File: config.mk
export PLATFORM = sky130hd
export DESIGN_NAME = debug_reg_scanner
export DESIGN_NICKNAME = d
export VERILOG_FILES = /design/src/rtl/debug_reg_scanner.sv
export SDC_FILE = /design/constraint.sdc
export NUM_CORES = 1
export LEC_CHECK = 0
export ABC_AREA = 1
export BUFFER_PORTS_ARGS = -buffer_cell sky130_fd_sc_hd__buf_2
export CAP_MARGIN = 30
export CORE_ASPECT_RATIO = 1.1
export CORE_MARGIN = 5
export CORE_UTILIZATION = 30
export DETAILED_ROUTE_END_ITERATION = 7
export HOLD_SLACK_MARGIN = 0.15
export MAX_ROUTING_LAYER = met4
export PLACE_DENSITY = 0.51
export SLEW_MARGIN = 0
export SYNTH_ARGS = -nofsm -noshare
export SYNTH_HDL_FRONTEND = slang
export SYNTH_SLANG_ARGS = --single-unit
File: constraint.sdc
create_clock -name clk -period 4.3 [get_ports clk]
set_input_delay 0.645 -clock clk [delete_from_list [all_inputs] [get_ports clk]]
set_output_delay 0.645 -clock clk [all_outputs]
set_load 0.01 [all_outputs]
File: src/rtl/debug_reg_scanner.sv
// debug_reg_scanner: walks a register index range over the processor debug read port
// and streams (reg, value) beats, optionally only those that changed since the last scan.
module debug_reg_scanner #(
    parameter int NREG = 16
) (
    input  logic        clk,
    input  logic        reset,
    input  logic        start,
    input  logic [3:0]  first_reg,
    input  logic [3:0]  last_reg,
    input  logic        changed_only,
    output logic [3:0]  DBtheReg,
    input  logic [31:0] DBtheRegVal,
    output logic        out_valid,
    input  logic        out_ready,
    output logic [3:0]  out_reg,
    output logic [31:0] out_val,
    output logic        out_changed,
    output logic        busy,
    output logic        done,
    output logic [7:0]  scan_count
);
    typedef enum logic [1:0] {IDLE, SELECT, OUTPUT, DONE} state_t;
    state_t state, state_n;
    logic [3:0] idx, idx_inc, last_q;
    logic co_q, changed, at_last, fire, skip, advance;
    logic [31:0] shadow [NREG];
    logic [NREG-1:0] shadow_v;
    always_comb begin
        changed = !shadow_v[idx] || (shadow[idx] != DBtheRegVal);
        at_last = idx == last_q;
        fire = out_valid && out_ready;
        skip = co_q && !changed;
        idx_inc = idx + 4'd1;
        advance = !at_last && ((state == SELECT && skip) || (state == OUTPUT && fire));
        state_n = state;
        case (state)
            IDLE:    state_n = start ? SELECT : IDLE;
            SELECT:  state_n = !skip ? OUTPUT : at_last ? DONE : SELECT;
            OUTPUT:  state_n = !fire ? OUTPUT : at_last ? DONE : SELECT;
            default: state_n = IDLE;
        endcase
    end
    always_ff @(posedge clk or posedge reset) begin
        if (reset)
            state <= IDLE;
        else
            state <= state_n;
    end
    always_ff @(posedge clk or posedge reset) begin
        if (reset) begin
            idx <= 4'd0;
            last_q <= 4'd0;
            co_q <= 1'b0;
            DBtheReg <= 4'd0;
            out_valid <= 1'b0;
            out_reg <= 4'd0;
            out_val <= 32'd0;
            out_changed <= 1'b0;
            busy <= 1'b0;
            done <= 1'b0;
            scan_count <= 8'd0;
            shadow_v <= '0;
        end else begin
            out_valid <= state_n == OUTPUT;
            busy <= state_n == SELECT || state_n == OUTPUT;
            done <= state_n == DONE;
            if (state != DONE && state_n == DONE)
                scan_count <= scan_count + 8'd1;
            if (state == IDLE && start) begin
                idx <= first_reg;
                DBtheReg <= first_reg;
                last_q <= last_reg;
                co_q <= changed_only;
            end
            if (state == SELECT) begin
                out_val <= DBtheRegVal;
                out_reg <= idx;
                out_changed <= changed;
                shadow_v[idx] <= 1'b1;
            end
            if (advance) begin
                idx <= idx_inc;
                DBtheReg <= idx_inc;
            end
        end
    end
    // Shadow data needs no reset: shadow_v gates every use of it.
    always_ff @(posedge clk) begin
        if (state == SELECT)
            shadow[idx] <= DBtheRegVal;
    end
endmodule
==> summary.md <==
| Metric | Value |
|---|---|
| Status | finished clean |
| Pwr/cell area | 656 nW/um^2 |
| Worst Setup End Kind | flip-flop |
| DR DRC count | 0 |
| Leak Pwr | 0.0121 uW |
| Ports | 97 |
| Worst setup SP type | flip-flop |
| Sequential area share after synthesis | 0.693 |
| Largest regs | shadow (512), out_val (32), shadow_v (16) |
| GRT Total Usage | 0.156 |
| Row count | 110 |
| Latest clock arrival within the worst-skew pair | 0.62 ns |
| Initial Utilization | 0.303 |
| Cell taking the most area after synthesis | edfxtp_1 |
| Crit path time final | 3.93 ns |
| Crit Path Max Fanout | 23 |
| Hpwl dp | 40.6 mm |
| Post-DRT Antenna Nets | 0 |
| Biggest register | shadow |
| Max frequency | 255 MHz |
| Avg Vias per Cell | 4.63 |
| Largest net degree at the start of global routing | 92 |
| Synth unique cells | 29 |
| Seq. cell area | 17300 um^2 |
| Antenna diodes | 0 |
| GPL Wtd Cong | 0.840 |
| Max-slew violation count | 0 |
| Share of the synthesized area in the top cell type | 0.618 |
| Max Cap Viol | 0 |
| HP Class | primary input to flip-flop |
| Multi-input logic area | 6320 um^2 |
| Post-Place Worst Slack | -0.00908 ns |
| Most frequent cell after synthesis | nand2_1 |
| Proportion of layout cells with a drive suffix above 1 | 0.126 |
| PnR worst setup slack | 0.374 ns |
| Top cells by area, synth | edfxtp_1 62%, nand2_1 11%, dfrtp_1 7.5%, nor2_1 5.0%, o21ai_0 3.6% |
| DRT Wirelength | 69.5 mm |
| Initial antenna violation count | 1 |
| Critical path class | flip-flop to flip-flop |
| Detailed-route wire length per cell | 19.0 um |
| Flops & latches, synth | 587 |
| PortBufs | 96 |
| VDD IR max | 0.000349 V |
| CTS tree | done |
| Grt total ovfl | 0 |
| CTS max path bufs | 3 |
| Via count | 16900 |
| CTS H-tree lvls | 2 |
| Die Ht | 312 um |
| Synth warnings | 0 |
| Total power | 19400 uW |
| DR iter-0 viols | 1343 |
| First-pass DRT Iterations | 5 |
| Hold slack | 0.217 ns |
| Syn_area_per_cell | 10.4 um^2 |
| First-pass GRT wire length | 104 mm |
| Crit path DAT | 4.43 ns |
| Die W | 285 um |
| Post-synthesis cell count | 2396 |
| Die Area | 88800 um^2 |
| Worst path required time | 4.81 ns |
| Clock skew | 0.0286 ns |
| Synth top cells by count | 757 x nand2_1, 512 x edfxtp_1, 331 x nor2_1 |
| Slew headroom | 0.486 |
| Ys async rst share | 0.128 |
| Clk sinks | 587 |
| TritonCTS Buffers | 61 |
| Syn Nets | 2448 |
| Post-synth EDFFs | 512 |
| Largest register FFs | 512 |
| # fillers | 8134 |
| Number of global-route vias before repair | 16800 |
| Final setup vio count | 0 |
| CTS root buffer | clkbuf_16 |
| Clock-pin slew on the worst setup and hold paths | 0.06 ns |
| Mapped Area | 24900 um^2 |
| Final setup TNS | 0 ns |
| Final nets | 2590 |
| Top FF cell, synth | edfxtp_1 |
| Area growth, synth to finish | 18.6% |
| Count of final hold-check violations | 0 |
| Least-Margin Pin Slew | 0.769 ns |
| Fin crit share | 0.913 |
| Core Region | 82000 um^2 |
## worst max-delay path, stage by stage (launching register included)
cell       delay (ns)
dfrtp_4          0.59
buf_2            0.21
buf_4            0.15
clkbuf_16        0.22
nand2_1          0.07
nand2_1          0.06
o21ai_1          0.06
nand2_1          0.06
nand2_1          0.06
o21ai_1          0.14
nand2_1          0.15
nor2_1           0.11
nand2_1          0.05
nor2_1           0.22
nand2_2          0.13
nor2_2           0.18
nand4_1          0.13
nand2_2          0.14
nor2_1           0.07
inv_1            0.09
ha_1             0.16
o21ai_1          0.15
nor2_1           0.19
and3_1           0.20
nand3_1          0.09
xnor2_1          0.14
## placed cells by master (no fill, tap or decap), types with 3 or more instances in the layout
cell type	n
clkinv_2	15
or2_2	10
nand4_1	4
buf_4	56
xnor2_1	8
nor2_1	311
clkbuf_1	11
xor2_1	7
ha_1	7
edfxtp_1	512
clkbuf_8	5
bufinv_16	8
o22ai_1	12
nand3_1	88
clkinv_1	12
clkbuf_16	64
buf_2	97
buf_12	27
nor2_4	19
clkinv_8	3
o21ai_0	175
nand2_2	4
dfrtp_1	73
buf_16	4
inv_1	222
nand2_1	755
o21ai_1	53
a21oi_1	8
## metal layers
layer | global-route usage | vias to the layer above | share of wire
li1 | - | 8116 | -
met1 | 0.194 | 8297 | 0.43
met2 | 0.267 | 389 | 0.50
met3 | 0.0198 | 112 | 0.040
met4 | 0.0481 | 0 | 0.031
met5 | - | - | 0
## path summary, 6_finish.rpt
kind / slack, ns / cells after the start / from / end
max reg2reg: 0.37 / 25 / DBtheReg[0]$_DFFE_PP0P_ / scan_count[6]$_DFFE_PP0P_
max in group asynchronous: 3.01 / 5 / reset / out_val[5]$_DFFE_PP0P_
min: 0.22 / 3 / last_reg[0] / last_q[0]$_DFFE_PP0P_
min in group asynchronous: 0.45 / 3 / reset / out_val[21]$_DFFE_PP0P_
min reg2reg: 0.46 / 2 / shadow_v[8]$_DFFE_PP0P_ / shadow_v[8]$_DFFE_PP0P_
max: 0.37 / 25 / DBtheReg[0]$_DFFE_PP0P_ / scan_count[6]$_DFFE_PP0P_
## power breakdown
part / switching (uW) / leakage (uW) / internal, uW
combinational: 4560 / 0.00556 / 2330
clock: 2230 / 0.00101 / 3200
sequential: 282 / 0.00553 / 6760
## stage by stage
step,cell area (um^2),instances,utilization
floorplan,24900,2396,-
global placement,27100,3520,0.331
detailed placement,27100,3520,0.331
CTS,29200,3635,0.356
global route,29500,3654,0.360
finish,29500,3654,0.360
## cell type report
class                   count  share of cell area
repair inverters            1            0.000297
multi-input cells        1470               0.214
well taps                1064              0.0451
clock inverters            37              0.0132
repair buffers            190              0.0558
clock buffers              78              0.0563
flip-flops and latches    587               0.585
inverters                 227              0.0298
## logic make-up after synthesis
logic type / count (synthesis) / share of synthesized area
XOR/XNOR: 15 / 0.00528
buffers and inverters: 339 / 0.0593
multiplexers: 1 / 0.000453
flip-flops: 587 / 0.693
AO/OA/AOI/OAI: 251 / 0.0513
AND/OR/NAND/NOR: 1196 / 0.187
adder cells (fa/ha/maj): 7 / 0.00352
## repair_timing
action	4_1_cts	5_1_grt
resized for setup	1	17
endpoints found under the setup margin	1	6
hold buffers	0	1
buffers inserted	0	13
hold endpoints to repair	0	5
pin swaps	0	3
cloned	0	4
(Power assumes the default switching activity.)
